$ cat src/rtl/wb_queue_pkg.sv
// Shared writeback definitions: datapath widths and the writeback request record,
// also consumed by the decode interlock logic.
package wb_queue_pkg;

  localparam int DW    = 16;
  localparam int AW    = 3;
  localparam int NREG  = 8;
  localparam int DEPTH = 4;

  typedef struct packed {
    logic [AW-1:0] regsel;
    logic [DW-1:0] data;
  } wb_req_t;

  function automatic logic [NREG-1:0] reg_onehot(input logic [AW-1:0] sel);
    return {{(NREG-1){1'b0}}, 1'b1} << sel;
  endfunction

endpackage

$ cat src/rtl/wb_fifo.sv
// Dual-push, single-pop FIFO. Slot b is only written together with slot a, at the
// next pointer position, so two same-cycle pushes keep their relative order.
module wb_fifo #(
  parameter int  W     = 19,
  parameter int  DEPTH = 4,
  localparam int PW    = $clog2(DEPTH),
  localparam int CW    = PW + 1
) (
  input  logic          clk,
  input  logic          rst,
  input  logic          push_a,
  input  logic [W-1:0]  data_a,
  input  logic          push_b,
  input  logic [W-1:0]  data_b,
  output logic          pop,
  output logic [W-1:0]  head,
  output logic [PW-1:0] rd_ptr,
  output logic [CW-1:0] count,
  output logic [W-1:0]  entries [DEPTH]
);

  logic [W-1:0]  mem_r [DEPTH];
  logic [PW-1:0] wr_ptr_r;
  logic [PW-1:0] rd_ptr_r;
  logic [CW-1:0] count_r;
  logic [CW-1:0] pushes_s;

  // Draining is unconditional: the register file always accepts the head.
  assign pop      = (count_r != {CW{1'b0}});
  assign pushes_s = CW'(push_a) + CW'(push_b);
  assign head     = mem_r[rd_ptr_r];
  assign rd_ptr   = rd_ptr_r;
  assign count    = count_r;
  assign entries  = mem_r;

  // Pointer and occupancy state.
  always_ff @(posedge clk or negedge rst) begin
    if (!rst) begin
      wr_ptr_r <= {PW{1'b0}};
      rd_ptr_r <= {PW{1'b0}};
      count_r  <= {CW{1'b0}};
    end else begin
      wr_ptr_r <= wr_ptr_r + PW'(pushes_s);
      rd_ptr_r <= rd_ptr_r + PW'(pop);
      count_r  <= count_r + pushes_s - CW'(pop);
    end
  end

  // Entry storage; contents are qualified by count, so no reset is needed.
  always_ff @(posedge clk) begin
    if (push_a) begin
      mem_r[wr_ptr_r] <= data_a;
    end
    if (push_b) begin
      mem_r[wr_ptr_r + PW'(1'b1)] <= data_b;
    end
  end

endmodule

$ cat src/rtl/wb_queue.sv
// Writeback queue in front of the register-file write port: merges ALU and
// memory-return writebacks, drains one per cycle and exports a pending-write mask.
module wb_queue #(
  parameter int  DW    = wb_queue_pkg::DW,
  parameter int  AW    = wb_queue_pkg::AW,
  parameter int  DEPTH = wb_queue_pkg::DEPTH,
  localparam int PW    = $clog2(DEPTH),
  localparam int CW    = PW + 1,
  localparam int NR    = 2 ** AW,
  localparam int W     = AW + DW
) (
  input  logic          clk,
  input  logic          rst,
  input  logic          mem_valid,
  input  logic [AW-1:0] mem_regsel,
  input  logic [DW-1:0] mem_data,
  output logic          mem_ready,
  input  logic          alu_valid,
  input  logic [AW-1:0] alu_regsel,
  input  logic [DW-1:0] alu_data,
  output logic          alu_ready,
  output logic          write,
  output logic [AW-1:0] writeregsel,
  output logic [DW-1:0] writedata,
  output logic [NR-1:0] pend_mask,
  output logic [CW-1:0] count
);

  import wb_queue_pkg::*;

  logic          pop_s;
  logic [W-1:0]  head_s;
  logic [PW-1:0] rd_ptr_s;
  logic [W-1:0]  entries_s [DEPTH];
  logic [CW-1:0] space_s;
  logic          mem_acc_s;
  logic          alu_acc_s;
  logic          push_a_s;
  logic          push_b_s;
  logic [W-1:0]  data_a_s;
  logic [PW-1:0] slot_off_s;

  wb_fifo #(.W(W), .DEPTH(DEPTH)) u_fifo (
    .clk     (clk),
    .rst     (rst),
    .push_a  (push_a_s),
    .data_a  (data_a_s),
    .push_b  (push_b_s),
    .data_b  ({alu_regsel, alu_data}),
    .pop     (pop_s),
    .head    (head_s),
    .rd_ptr  (rd_ptr_s),
    .count   (count),
    .entries (entries_s)
  );

  // The slot freed by this cycle's pop is reusable, so a full queue still takes one push.
  assign space_s = CW'(DEPTH) - count + CW'(pop_s);

  // Readies depend only on state and on the other producer's valid.
  always_comb begin
    mem_ready = (space_s >= CW'(1'b1));
    if (mem_valid) begin
      alu_ready = (space_s >= CW'(2'd2));
    end else begin
      alu_ready = (space_s >= CW'(1'b1));
    end
  end

  assign mem_acc_s = mem_valid && mem_ready;
  assign alu_acc_s = alu_valid && alu_ready;

  // Memory return is from the older instruction, so it takes the first slot.
  always_comb begin
    push_a_s = mem_acc_s || alu_acc_s;
    push_b_s = mem_acc_s && alu_acc_s;
    if (mem_acc_s) begin
      data_a_s = {mem_regsel, mem_data};
    end else begin
      data_a_s = {alu_regsel, alu_data};
    end
  end

  // Register-file port driven straight from the head entry.
  always_comb begin
    write = pop_s;
    if (pop_s) begin
      {writeregsel, writedata} = head_s;
    end else begin
      writeregsel = {AW{1'b0}};
      writedata   = {DW{1'b0}};
    end
  end

  // Pending mask: OR of destinations over slots in [rd_ptr, rd_ptr+count).
  always_comb begin
    pend_mask  = {NR{1'b0}};
    slot_off_s = {PW{1'b0}};
    for (int i = 0; i < DEPTH; i++) begin
      slot_off_s = PW'(i) - rd_ptr_s;
      if ({1'b0, slot_off_s} < count) begin
        pend_mask = pend_mask | ({{(NR-1){1'b0}}, 1'b1} << entries_s[i][W-1 -: AW]);
      end else begin
        pend_mask = pend_mask;
      end
    end
  end

endmodule

$ cat config.mk
export PLATFORM = sky130hd
export DESIGN_NAME = wb_queue
export DESIGN_NICKNAME = d
export VERILOG_FILES = /design/src/rtl/wb_queue_pkg.sv /design/src/rtl/wb_fifo.sv /design/src/rtl/wb_queue.sv
export SDC_FILE = /design/constraint.sdc
export NUM_CORES = 1
export LEC_CHECK = 0
export BUFFER_PORTS_ARGS = -buffer_cell sky130_fd_sc_hd__buf_2
export CELL_PAD_IN_SITES_DETAIL_PLACEMENT = 1
export CELL_PAD_IN_SITES_GLOBAL_PLACEMENT = 1
export CORE_MARGIN = 4
export CORE_UTILIZATION = 44
export CTS_CLUSTER_DIAMETER = 120
export DETAILED_ROUTE_END_ITERATION = 12
export GPL_TIMING_DRIVEN = 0
export PLACE_DENSITY_LB_ADDON = 0.1
export SETUP_SLACK_MARGIN = 0.3
export SLEW_MARGIN = 20
export SYNTH_ARGS = -nofsm -noshare
export SYNTH_HDL_FRONTEND = slang
export SYNTH_SLANG_ARGS = --single-unit
export TNS_END_PERCENT = 30
$ cat constraint.sdc
create_clock -name clk -period 4 [get_ports clk]
set_clock_uncertainty 0.15 [all_clocks]
set_input_delay 0.6 -clock clk [delete_from_list [all_inputs] [get_ports clk]]
set_output_delay 0.6 -clock clk [all_outputs]
set_load 0.01 [all_outputs]
==> flow_summary_export.csv <==
group,metric,value,unit
floorplan,io_pins,75,
power,powerDensity,1090,mW/mm²
yosys,syn-cell-area,0.00475,mm²
power,leakagePower,0.00244,µW
setup_path,cp-end-kind,"flip-flop",
sta,setup_viol,0,
grt,grt_max_degree,14,
yosys,synth-warning-count,0,
yosys,ys_async_sr_fraction,0.0843,
detailed_routing,routed_wl,16.1,mm
yosys,synth-compound-area-share,0.239,
clock_tree,clock-sinks,83,
placement,place_area,0.00530,mm²
setup_path,worstSetupStartpointType,"flip-flop",
clock_tree,h-tree-depth,3,
detailed_routing,drc,0,
grt,grt_util_met3,0.0641,
yosys,seq_area_frac_synth,0.357,
setup_path,cp.arrival,3.78,ns
sta,holdWs,0.359,ns
min_path,min_delay_path_depth,2,
yosys,synthesis.instances,462,
sta,fin_crit_sh,0.919,
yosys,synth_top_cell_area_share,0.320,
detailed_routing,viasPerCell,6.02,
floorplan,coreArea,0.0104,mm²
yosys,yosys.area_share.simple,0.194,
power,ir_drop,0.000430,V
floorplan,dieArea,0.0125,mm²
sta,min_period,3.68,ns
yosys,yosysTopAreaCell,"dfxtp_1",
floorplan,die_h,112,µm
final_layout,fill_cells,1208,
final_layout,diodes,0,
yosys,synth.avg_cell_area,10.3,µm²
floorplan,die_x,112,µm
yosys,synth_fp_nets,520,
setup_path,cp_data_required_time,4.11,ns
grt,antenna_found_initial,0,
yosys,synth_area_leaders,"dfxtp_1 (32%), o221a_2 (14%), mux4_2 (9.0%)",
placement,place_hpwl,10.7,mm
setup_path,r2r_setup_slack,0.32,ns
detailed_routing,vias,4271,
sta,timing.fmax,272,MHz
grt,top_usage_layer,"met2",
sta,setup_slack,0.325,ns
grt,grt_overflow,0,
clock_tree,worstSkewPairLatency,0.37,ns
grt,grt_usage,0.251,
sta,finalHoldViolCount,0,
yosys,synth_adder_area_share,0.0437,
yosys,synth_most_common_cell,"dfxtp_1",
setup_path,r2r_cells,15,
grt,grt_pass1_vias,4646,
yosys,synth_xor_area_frac,0.0145,
yosys,ys_seq_elements,83,
clock_tree,cts_tree,"built",
setup_path,critPathMaxFanout,10,
detailed_routing,ant_nets,0,
grt,use_met2,0.443,
sta,slew_violations,0,
yosys,synth_top_family_by_area,"compound AO/OA/AOI/OAI gates",
run,max-cap-violations,0,
yosys,ys.flop_type,"dfxtp_1",
grt,grtUsageMet1,0.304,
final_layout,fin_area,0.00578,mm²
yosys,muxShareOfSynthArea,0.0901,
placement,port_buffers,74,
setup_path,critical_path_class,"reg -> reg",
grt,grt_pass1_wl,24.8,mm
yosys,ys_types,56,
yosys,synth_commonest_cells,"dfxtp_1 (76), o221a_2 (57), nor2_1 (44)",
final_layout,area_growth,21.8,%
placement,routabilityCongestion,0.843,
clock_tree,cts_buffers,9,
sta,grt_setup_unrepaired,"yes",
sta,worst_slew_pin_slew,0.788,ns
detailed_routing,drt-pass1-iter-count,6,
run_status,status,"complete, no violations",
yosys,synth_edf_count,0,
detailed_routing,wl_per_cell,22.7,µm
clock_tree,ctsLongestPathBuffers,2,
min_path,hp-class,"reg -> reg",
floorplan,initial_utilization,0.456,
detailed_routing,drt_iter0_drc,192,
final_layout,drive_above_1_share,0.469,
placement,preCtsSetupSlack,-0.666,ns
clock_tree,clk_pin_slew,0.09,ns
sta,maxSlewHeadroom,0.475,
final_layout,layout.nets,627,
clock_tree,cts-root-buf,"clkbuf_8",
floorplan,num_rows,37,
-- area by class of cell --
| cell class | instances | area (µm²) | area share |
|---|---|---|---|
| buffer | 24 | 188 | 0.0325 |
| inverter | 37 | 146 | 0.0253 |
| clock inverter | 3 | 17.5 | 0.00303 |
| tap | 136 | 170 | 0.0294 |
| clock buffer | 12 | 135 | 0.0234 |
| timing repair buffer | 96 | 538 | 0.0930 |
| multi-input combinational | 318 | 2890 | 0.500 |
| sequential | 83 | 1700 | 0.294 |
-- per-layer routing --
| metal | share of wire | wire length (µm) |
|---|---|---|
| met1 | 0.42 | 6710 |
| met2 | 0.52 | 8350 |
| met3 | 0.048 | 772 |
| met4 | 0.017 | 280 |
| met5 | 0 | 0 |
-- kinds of logic after synthesis --
logic type / count (synthesis)
and+or+nand+nor: 165
AOI/OAI and AO/OA: 111
DFF: 83
buffers and inverters: 61
muxes: 19
adders and majority gates: 16
xor gates and xnor gates: 7
-- state kept, by name, indices dropped and copies added, names as in the netlist --
signal,count
u_fifo.count,3
u_fifo.entries,76
u_fifo.rd_ptr,2
u_fifo.wr_ptr_r,2
-- stage by stage --
step	utilization	std cells	TNS, ns	power, µW
2_1_floorplan	-	462	0	4210
3_3_place_gp	0.509	672	-15.47	5190
3_5_place_dp	0.509	672	-24.50	5360
4_1_cts	0.543	697	0	6120
5_1_grt	0.555	709	0	6720
6_report	0.555	709	0	6280
-- placed cells by master, fill, tap and decap left out, types with 3 or more instances in the layout --
master    count
xnor2_1       4
buf_4        26
buf_2        79
o221ai_1      4
clkbuf_8     11
nor3_4        3
nand2_1      13
or2_2        37
nand2b_1     26
inv_1        36
nor2b_1      24
dfxtp_1      76
a32oi_1       3
buf_6         6
a221oi_1     17
o221a_2      57
mux4_2       19
and2_1        3
ha_1         14
dfrtp_1       6
nor2_1       43
clkbuf_1      6
o311ai_0      3
-- final timing paths --
check	from	endpoint
worst max-delay path	u_fifo.count[2]	u_fifo.entries[32]
worst max register to register	u_fifo.count[2]	u_fifo.entries[32]
worst min register to register	u_fifo.entries[44]	u_fifo.entries[44]
max in group asynchronous	rst	u_fifo.count[2]
worst min-delay path	u_fifo.entries[44]	u_fifo.entries[44]
min in group asynchronous	rst	u_fifo.wr_ptr_r[1]
-- worst max-delay path: stages (launching register included) --
cell      delay, ns
dfrtp_2        0.41
clkbuf_4       0.19
nor3_4         0.17
clkbuf_8       0.17
inv_1          0.06
ha_1           0.34
nor2_4         0.18
a211oi_2       0.09
a21oi_2        0.15
and2_1         0.18
ha_1           0.34
nand2_1        0.20
nor2_1         0.36
a21oi_4        0.09
buf_6          0.18
o221a_2        0.27
-- power by group --
part / internal, µW / switching, µW
Clock: 221 / 303
Combinational: 2060 / 2080
Sequential: 1290 / 325
-- timing repair --
action	CTS	global route
hold buffers	1	0
setup endpoints to repair	84	70
buffers inserted	9	12
pin swaps	6	7
gates cloned	0	0
gates resized for setup	30	11
endpoints found under the hold margin	7	0
Note: power is estimated with default switching activity, not from simulation.
